[src/rtl/seg7_scan_ctrl_if.sv]
// -----------------------------------------------------------------------------
// seg7_scan_ctrl_if
//   Bundles the load handshake and the scan outputs of seg7_scan_ctrl.
//   master : host/display side (drives load, load_data; observes the rest)
//   slave  : the scan controller itself
// Signals
//   load        request to load load_data (taken only while ready=1)
//   load_data   NDIG packed BCD digits, digit 0 in the least significant nibble
//   ready       shadow buffer free
//   digit_bcd   nibble for the shared 7-segment decoder
//   an_n        active-low digit enables
//   frame_tick  one-cycle pulse after each frame boundary
// -----------------------------------------------------------------------------
interface seg7_scan_ctrl_if #(
    parameter int NDIG = 4
);
    logic                  load;
    logic [4*NDIG-1:0]     load_data;
    logic                  ready;
    logic [3:0]            digit_bcd;
    logic [NDIG-1:0]       an_n;
    logic                  frame_tick;

    modport master (
        output load, load_data,
        input  ready, digit_bcd, an_n, frame_tick
    );

    modport slave (
        input  load, load_data,
        output ready, digit_bcd, an_n, frame_tick
    );
endinterface

[src/rtl/seg7_scan_ctrl.sv]
// -----------------------------------------------------------------------------
// seg7_scan_ctrl
//   Time-multiplexes NDIG BCD digits onto one shared BCD->7-segment decoder.
//   Each digit slot is DIV cycles: BLANK dead-time cycles with all enables off
//   (the decoder input is already switched to the next digit so it settles),
//   then the remaining cycles with that digit's active-low enable asserted.
//   New values are double buffered: a load fills the shadow buffer and is
//   copied into the displayed buffer only at a frame boundary.
// Ports
//   clk    system clock, rising edge
//   rst_n  asynchronous active-low reset
//   bus    seg7_scan_ctrl_if.slave (load, load_data, ready, digit_bcd,
//          an_n, frame_tick)
// Build option
//   SEG7_LEADING_ZERO_BLANK_EN : when defined, a digit i>0 whose value and
//          all more significant digits are 0 keeps its enable off; digit 0
//          is always driven. Slot timing is the same either way.
// -----------------------------------------------------------------------------
module seg7_scan_ctrl #(
    parameter int NDIG  = 4,
    parameter int DIV   = 50000,
    parameter int BLANK = 16
) (
    input  logic              clk,
    input  logic              rst_n,
    seg7_scan_ctrl_if.slave   bus
);
    localparam int CW = (DIV > 1) ? $clog2(DIV) : 1;
    localparam int IW = (NDIG > 1) ? $clog2(NDIG) : 1;
    localparam int DW = 4 * NDIG;

    typedef enum logic [0:0] {
        ST_BLANK = 1'b0,
        ST_DRIVE = 1'b1
    } state_t;

    state_t            state_q, state_d;
    logic [CW-1:0]     cnt_q, cnt_d;
    logic [IW-1:0]     idx_q, idx_d;
    logic [DW-1:0]     active_q, active_d;
    logic [DW-1:0]     shadow_q, shadow_d;
    logic              pending_q, pending_d;
    logic              ready_q, ready_d;
    logic [3:0]        digit_bcd_q, digit_bcd_d;
    logic [NDIG-1:0]   an_n_q, an_n_d;
    logic              frame_tick_q, frame_tick_d;

    logic              slot_end_s;
    logic              frame_end_s;
    logic [NDIG-1:0]   keep_s;

    // Which digits may be lit given the currently displayed value.
`ifdef SEG7_LEADING_ZERO_BLANK_EN
    always_comb begin
        logic seen_s;
        seen_s = 1'b0;
        keep_s = {NDIG{1'b1}};
        // Walk from the most significant digit down; a digit stays lit once
        // any digit at or above it is nonzero. Digit 0 is always lit.
        for (int i = NDIG - 1; i >= 0; i--) begin
            if (active_q[4*i +: 4] != 4'd0) begin
                seen_s = 1'b1;
            end else begin
                seen_s = seen_s;
            end
            keep_s[i] = seen_s | (i == 0);
        end
    end
`else
    always_comb begin
        keep_s = {NDIG{1'b1}};
    end
`endif

    // Next-state logic for the scan timing, FSM, buffers and output registers.
    always_comb begin
        slot_end_s  = (cnt_q == CW'(DIV - 1));
        frame_end_s = slot_end_s && (idx_q == IW'(NDIG - 1));

        state_d      = state_q;
        cnt_d        = cnt_q;
        idx_d        = idx_q;
        active_d     = active_q;
        shadow_d     = shadow_q;
        pending_d    = pending_q;
        ready_d      = ready_q;
        an_n_d       = {NDIG{1'b1}};
        digit_bcd_d  = active_q[{idx_q, 2'b00} +: 4];
        frame_tick_d = frame_end_s;

        // Slot counter and digit index; free running, never stalled by loads.
        if (slot_end_s) begin
            cnt_d = {CW{1'b0}};
            if (idx_q == IW'(NDIG - 1)) begin
                idx_d = {IW{1'b0}};
            end else begin
                idx_d = idx_q + IW'(1);
            end
        end else begin
            cnt_d = cnt_q + CW'(1);
            idx_d = idx_q;
        end

        case (state_q)
            ST_BLANK: begin
                if (cnt_q == CW'(BLANK - 1)) begin
                    state_d = ST_DRIVE;
                end else begin
                    state_d = ST_BLANK;
                end
            end
            ST_DRIVE: begin
                if (slot_end_s) begin
                    state_d = ST_BLANK;
                end else begin
                    state_d = ST_DRIVE;
                end
            end
            default: begin
                state_d = ST_BLANK;
            end
        endcase

        // Enable is a registered copy of the current state, so it lags the
        // state/index by one cycle just like digit_bcd.
        if ((state_q == ST_DRIVE) && keep_s[idx_q]) begin
            an_n_d[idx_q] = 1'b0;
        end else begin
            an_n_d = {NDIG{1'b1}};
        end

        // Commit is evaluated before the load so that a load accepted on the
        // boundary cycle waits for the following boundary.
        if (frame_end_s && pending_q) begin
            active_d  = shadow_q;
            pending_d = 1'b0;
            ready_d   = 1'b1;
        end else begin
            active_d  = active_q;
        end

        if (bus.load && ready_q) begin
            shadow_d  = bus.load_data;
            pending_d = 1'b1;
            ready_d   = 1'b0;
        end else begin
            shadow_d  = shadow_q;
        end
    end

    // State and output registers.
    always_ff @(posedge clk or negedge rst_n) begin
        if (!rst_n) begin
            state_q      <= ST_BLANK;
            cnt_q        <= {CW{1'b0}};
            idx_q        <= {IW{1'b0}};
            active_q     <= {DW{1'b0}};
            shadow_q     <= {DW{1'b0}};
            pending_q    <= 1'b0;
            ready_q      <= 1'b1;
            digit_bcd_q  <= 4'd0;
            an_n_q       <= {NDIG{1'b1}};
            frame_tick_q <= 1'b0;
        end else begin
            state_q      <= state_d;
            cnt_q        <= cnt_d;
            idx_q        <= idx_d;
            active_q     <= active_d;
            shadow_q     <= shadow_d;
            pending_q    <= pending_d;
            ready_q      <= ready_d;
            digit_bcd_q  <= digit_bcd_d;
            an_n_q       <= an_n_d;
            frame_tick_q <= frame_tick_d;
        end
    end

    assign bus.ready      = ready_q;
    assign bus.digit_bcd  = digit_bcd_q;
    assign bus.an_n       = an_n_q;
    assign bus.frame_tick = frame_tick_q;
endmodule
[src/flat_wrapper.sv]
// flat-port wrapper written by rule: the top's interface ports become plain ports
module seg7_scan_ctrl_flat 
#(
    parameter int NDIG  = 4,
    parameter int DIV   = 50000,
    parameter int BLANK = 16
)
  (clk, rst_n, bus_load, bus_load_data, bus_ready, bus_digit_bcd, bus_an_n, bus_frame_tick);
  seg7_scan_ctrl_if #(.NDIG(NDIG)) bus_i ();
  input  logic clk;
  input  logic rst_n;
  input wire logic [$bits(bus_i.load)-1:0] bus_load;
  input wire logic [$bits(bus_i.load_data)-1:0] bus_load_data;
  output wire logic [$bits(bus_i.ready)-1:0] bus_ready;
  output wire logic [$bits(bus_i.digit_bcd)-1:0] bus_digit_bcd;
  output wire logic [$bits(bus_i.an_n)-1:0] bus_an_n;
  output wire logic [$bits(bus_i.frame_tick)-1:0] bus_frame_tick;
  assign bus_i.load = bus_load;
  assign bus_i.load_data = bus_load_data;
  assign bus_ready = bus_i.ready;
  assign bus_digit_bcd = bus_i.digit_bcd;
  assign bus_an_n = bus_i.an_n;
  assign bus_frame_tick = bus_i.frame_tick;
  seg7_scan_ctrl #(.NDIG(NDIG), .DIV(DIV), .BLANK(BLANK)) u_core (.clk(clk), .rst_n(rst_n), .bus(bus_i));
endmodule
[config.mk]
export PLATFORM = sky130hd
export DESIGN_NAME = seg7_scan_ctrl_flat
export DESIGN_NICKNAME = d
export VERILOG_FILES = /design/src/rtl/seg7_scan_ctrl_if.sv /design/src/rtl/seg7_scan_ctrl.sv /design/src/flat_wrapper.sv
export SDC_FILE = /design/constraint.sdc
export NUM_CORES = 1
export LEC_CHECK = 0
export ABC_AREA = 1
export CAP_MARGIN = 5
export CELL_PAD_IN_SITES_DETAIL_PLACEMENT = 0
export CELL_PAD_IN_SITES_GLOBAL_PLACEMENT = 2
export CORE_ASPECT_RATIO = 0.8
export CORE_MARGIN = 4
export CORE_UTILIZATION = 36
export CTS_BUF_LIST = sky130_fd_sc_hd__clkbuf_8
export DETAILED_ROUTE_END_ITERATION = 8
export PLACE_DENSITY = 0.91
export SLEW_MARGIN = 20
export SYNTH_ARGS = -nofsm -noshare
export SYNTH_HDL_FRONTEND = slang
export SYNTH_SLANG_ARGS = --single-unit
[constraint.sdc]
create_clock -name clk -period 1.58 [get_ports clk]
set_input_delay 0.237 -clock clk [delete_from_list [all_inputs] [get_ports clk]]
set_output_delay 0.237 -clock clk [all_outputs]
set_load 0.02 [all_outputs]
==> results.tsv <==
stage	metric	value	unit
worst_setup_path	worstPathCellList	clkdlybuf4s50_1	
worst_setup_path	cp_max_fo	1	
clock_network	htree_levels	3	
synth	synth_cell_types	28	
grt	grt_pass1_wl	10.29	mm
synth	yosys_warnings	0	
placed_design	placed_cells	457	
finish	layout_commonest_cell	nand2_1	
finish	seqCellArea	0.001558	mm2
grt	gr-total-overflow	0	
synth	synth_top_family_by_area	simple AND/OR/NAND/NOR gates	
worst_setup_path	crit_buf_inv	1	
worst_setup_path	worstPathRequired	1340	ps
timing	slew_headroom	0.6877	
power	power_density	984.0	mW/mm2
placed_design	place.port_buffers	28	
timing	hold_viol_final	0	
floorplan	fp.dieH	87.40	um
grt	grt_max_degree	63	
synth	synth-compound-area-share	0.04896	
grt	gr-usage-all-layers	0.1433	
finish	nNetsFinal	393	
synth	ys_seq_elements	62	
finish	antenna_cells	0	
worst_setup_path	crit_arrival	1260	ps
detailed_routing	ant_nets	0	
placed_design	hpwl	4.196	mm
synth	yosys.area_share.simple	0.2995	
detailed_routing	drtPass1Iterations	4	
worst_setup_path	critPathTopFamily	buffers and inverters	
clock_network	cts_tree	built	
placed_design	pre_cts_ws	47.78	ps
floorplan	die-width	107.2	um
clock_network	numCtsBuffers	9	
finish	layout_common_cells	nand2_1 (112), dfrtp_1 (57), nor2_1 (29)	
finish	n_fill_cell	752	
timing	finalSetupViolations	0	
timing	fmaxAchievable	666.9	MHz
timing	slew_violations	0	
floorplan	rows	28	
status	status	finished, final reports clean	
run	maxCapViolCount	0	
timing	finalSetupTns	0	ps
worst_setup_path	slowest_delay	600	ps
synth	synth_xor_area_frac	0.02161	
synth	synth_top_area_share	0.5029	
detailed_routing	vias	2243	
floorplan	dieArea	0.009372	mm2
finish	drive_gt1_frac	0.1551	
detailed_routing	wl_per_cell	12.96	um
synth	ys_seq_area_frac	0.5492	
worst_setup_path	crit_path_start_kind	register	
clock_network	path_clk_slew	70	ps
synth	synth_top_area_cell	dfrtp_1	
timing	worst_pin_slew	468.5	ps
worst_setup_path	endpoint_kind	output pin	
hold_path	hp-class	in -> async	
power	leakagePower	0.001849	uW
power	vdd_drop_max	0.0004618	V
grt	antenna_found_initial	0	
synth	muxShareOfSynthArea	0	
placed_design	finalWeightedCongestion	0.8213	
synth	syn_inst	320	
floorplan	start_util	0.3766	
synth	synth_area_leaders	dfrtp_1 (50%), nand2_1 (15%), dfstp_2 (4.6%)	
floorplan	fp.coreArea	0.007532	mm2
finish	syn_to_final_growth	27.66	%
timing	whs	419.7	ps
timing	finalCritPeriodShare	0.9490	
clock_network	clk_latency	340	ps
synth	syn_nets	344	
detailed_routing	wirelength	6.207	mm
clock_network	cts_sinks	62	
clock_network	cts_root_buf	clkbuf_8	
finish	layout.cells.non_filler	479	
synth	syn_avg_cell_area	8.864	um2
detailed_routing	via_per_inst	4.683	
finish	multi_input_area	0.001171	mm2
floorplan	pin_count	29	
detailed_routing	drc	0	
synth	synth-adder-area-share	0.02206	
synth	synth_area	0.002836	mm2
clock_network	cts.path.max_buffers	2	
worst_setup_path	crit_slowest_cell	clkdlybuf4s50_1	
timing	period_needed	1499	ps
detailed_routing	drt_iter0_drc	129	
timing	fin_ws	80.51	ps
timing	finClkSkew	8.380	ps
worst_setup_path	worstSetupPathType	reg -> out	
grt	grt_pass1_vias	2128	
where the power goes:
| group | total (uW) | internal (uW) | switching, uW |
|---|---|---|---|
| Clock | 1520 | 915 | 602 |
| Combinational | 232 | 112 | 120 |
| Sequential | 1810 | 1730 | 88.0 |
| Total | 3560 | 2750 | 810 |
stage by stage:
stage / instance area, um2 / utilization / power (uW)
6_report: 3621 / 0.4807 / 3563
5_1_grt: 3621 / 0.4807 / 3740
4_1_cts: 3540 / 0.4699 / 3617
3_5_place_dp: 3321 / 0.4409 / 2079
3_3_place_gp: 3321 / 0.4409 / 2074
2_1_floorplan: 2836 / - / 1935
cell usage after synthesis:
cell type    n
o21ai_0      9
nand4_2      1
nor2_2       5
o21bai_1     1
nor3_1       5
a21oi_4      1
nand4_4      1
nor2_1      30
ha_1         5
nand2_1    112
nand4_1     18
clkbuf_1     3
clkinv_1     1
o22ai_1      4
inv_1       20
a21oi_1      2
xor2_1       7
inv_2        4
buf_6        3
o21ai_1      7
nand2_2      1
nand3_4      1
nand3_1     10
buf_2        4
dfrtp_1     57
dfstp_2      5
buf_4        1
nor2_8       2
area by class of cell:
cell class	instances	share of cell area
well taps	105	0.03628
multi-input cells	224	0.3234
clock buffers	10	0.03801
inverters	25	0.02592
repair buffers	47	0.1247
flip-flops and latches	62	0.4302
clock inverters	6	0.02142
kinds of logic (layout without fill, tap and decap cells):
group / count (synthesis) / after routing
DFF: 62 / 62
xor gates and xnor gates: 7 / 7
and+or+nand+nor: 186 / 188
buffers and inverters: 36 / 88
adders and majority gates: 5 / 5
AOI/OAI and AO/OA: 24 / 24
sequential cells by signal, indices dropped and copies added (netlist names):
register and flops:
u_core.state_q 1, u_core.bus.ready 1, u_core.pending_q 1, u_core.active_q 16, u_core.bus.digit_bcd 4, u_core.cnt_q 16
u_core.bus.frame_tick 1, u_core.shadow_q 16, u_core.idx_q 2, u_core.bus.an_n 4
metal layers:
layer  vias up  global-route usage  share of wire
met1      1045              0.2095           0.52
met2        52              0.1959           0.42
li1       1138                   -              -
met4         0             0.05575          0.012
met3         8             0.04522          0.048
met5         -                   0              0
timing repair:
action                                  CTS  global route
hold buffers                              1             0
endpoints found under the hold margin    57             0
gates resized for setup                   5             6
gates cloned                              0             2
setup buffers                             0             3
pin swaps                                 0             2
endpoints found under the setup margin    5            22
worst paths after layout:
path                                    startpoint                  to  depth (start not counted)  slack (ps)
min in group clk                  bus_load_data[7]  u_core.shadow_q[7]                          3         430
max reg2reg                       u_core.cnt_q[13]  u_core.active_q[8]                          6          90
max in group asynchronous                    rst_n    u_core.bus.ready                          3         810
max                        u_core.bus.digit_bcd[0]    bus_digit_bcd[0]                          1          80
min                                          rst_n    u_core.cnt_q[10]                          3         420
min reg2reg                     u_core.shadow_q[8]  u_core.shadow_q[8]                          2         480
No activity file was read; power rests on OpenSTA's default activity.
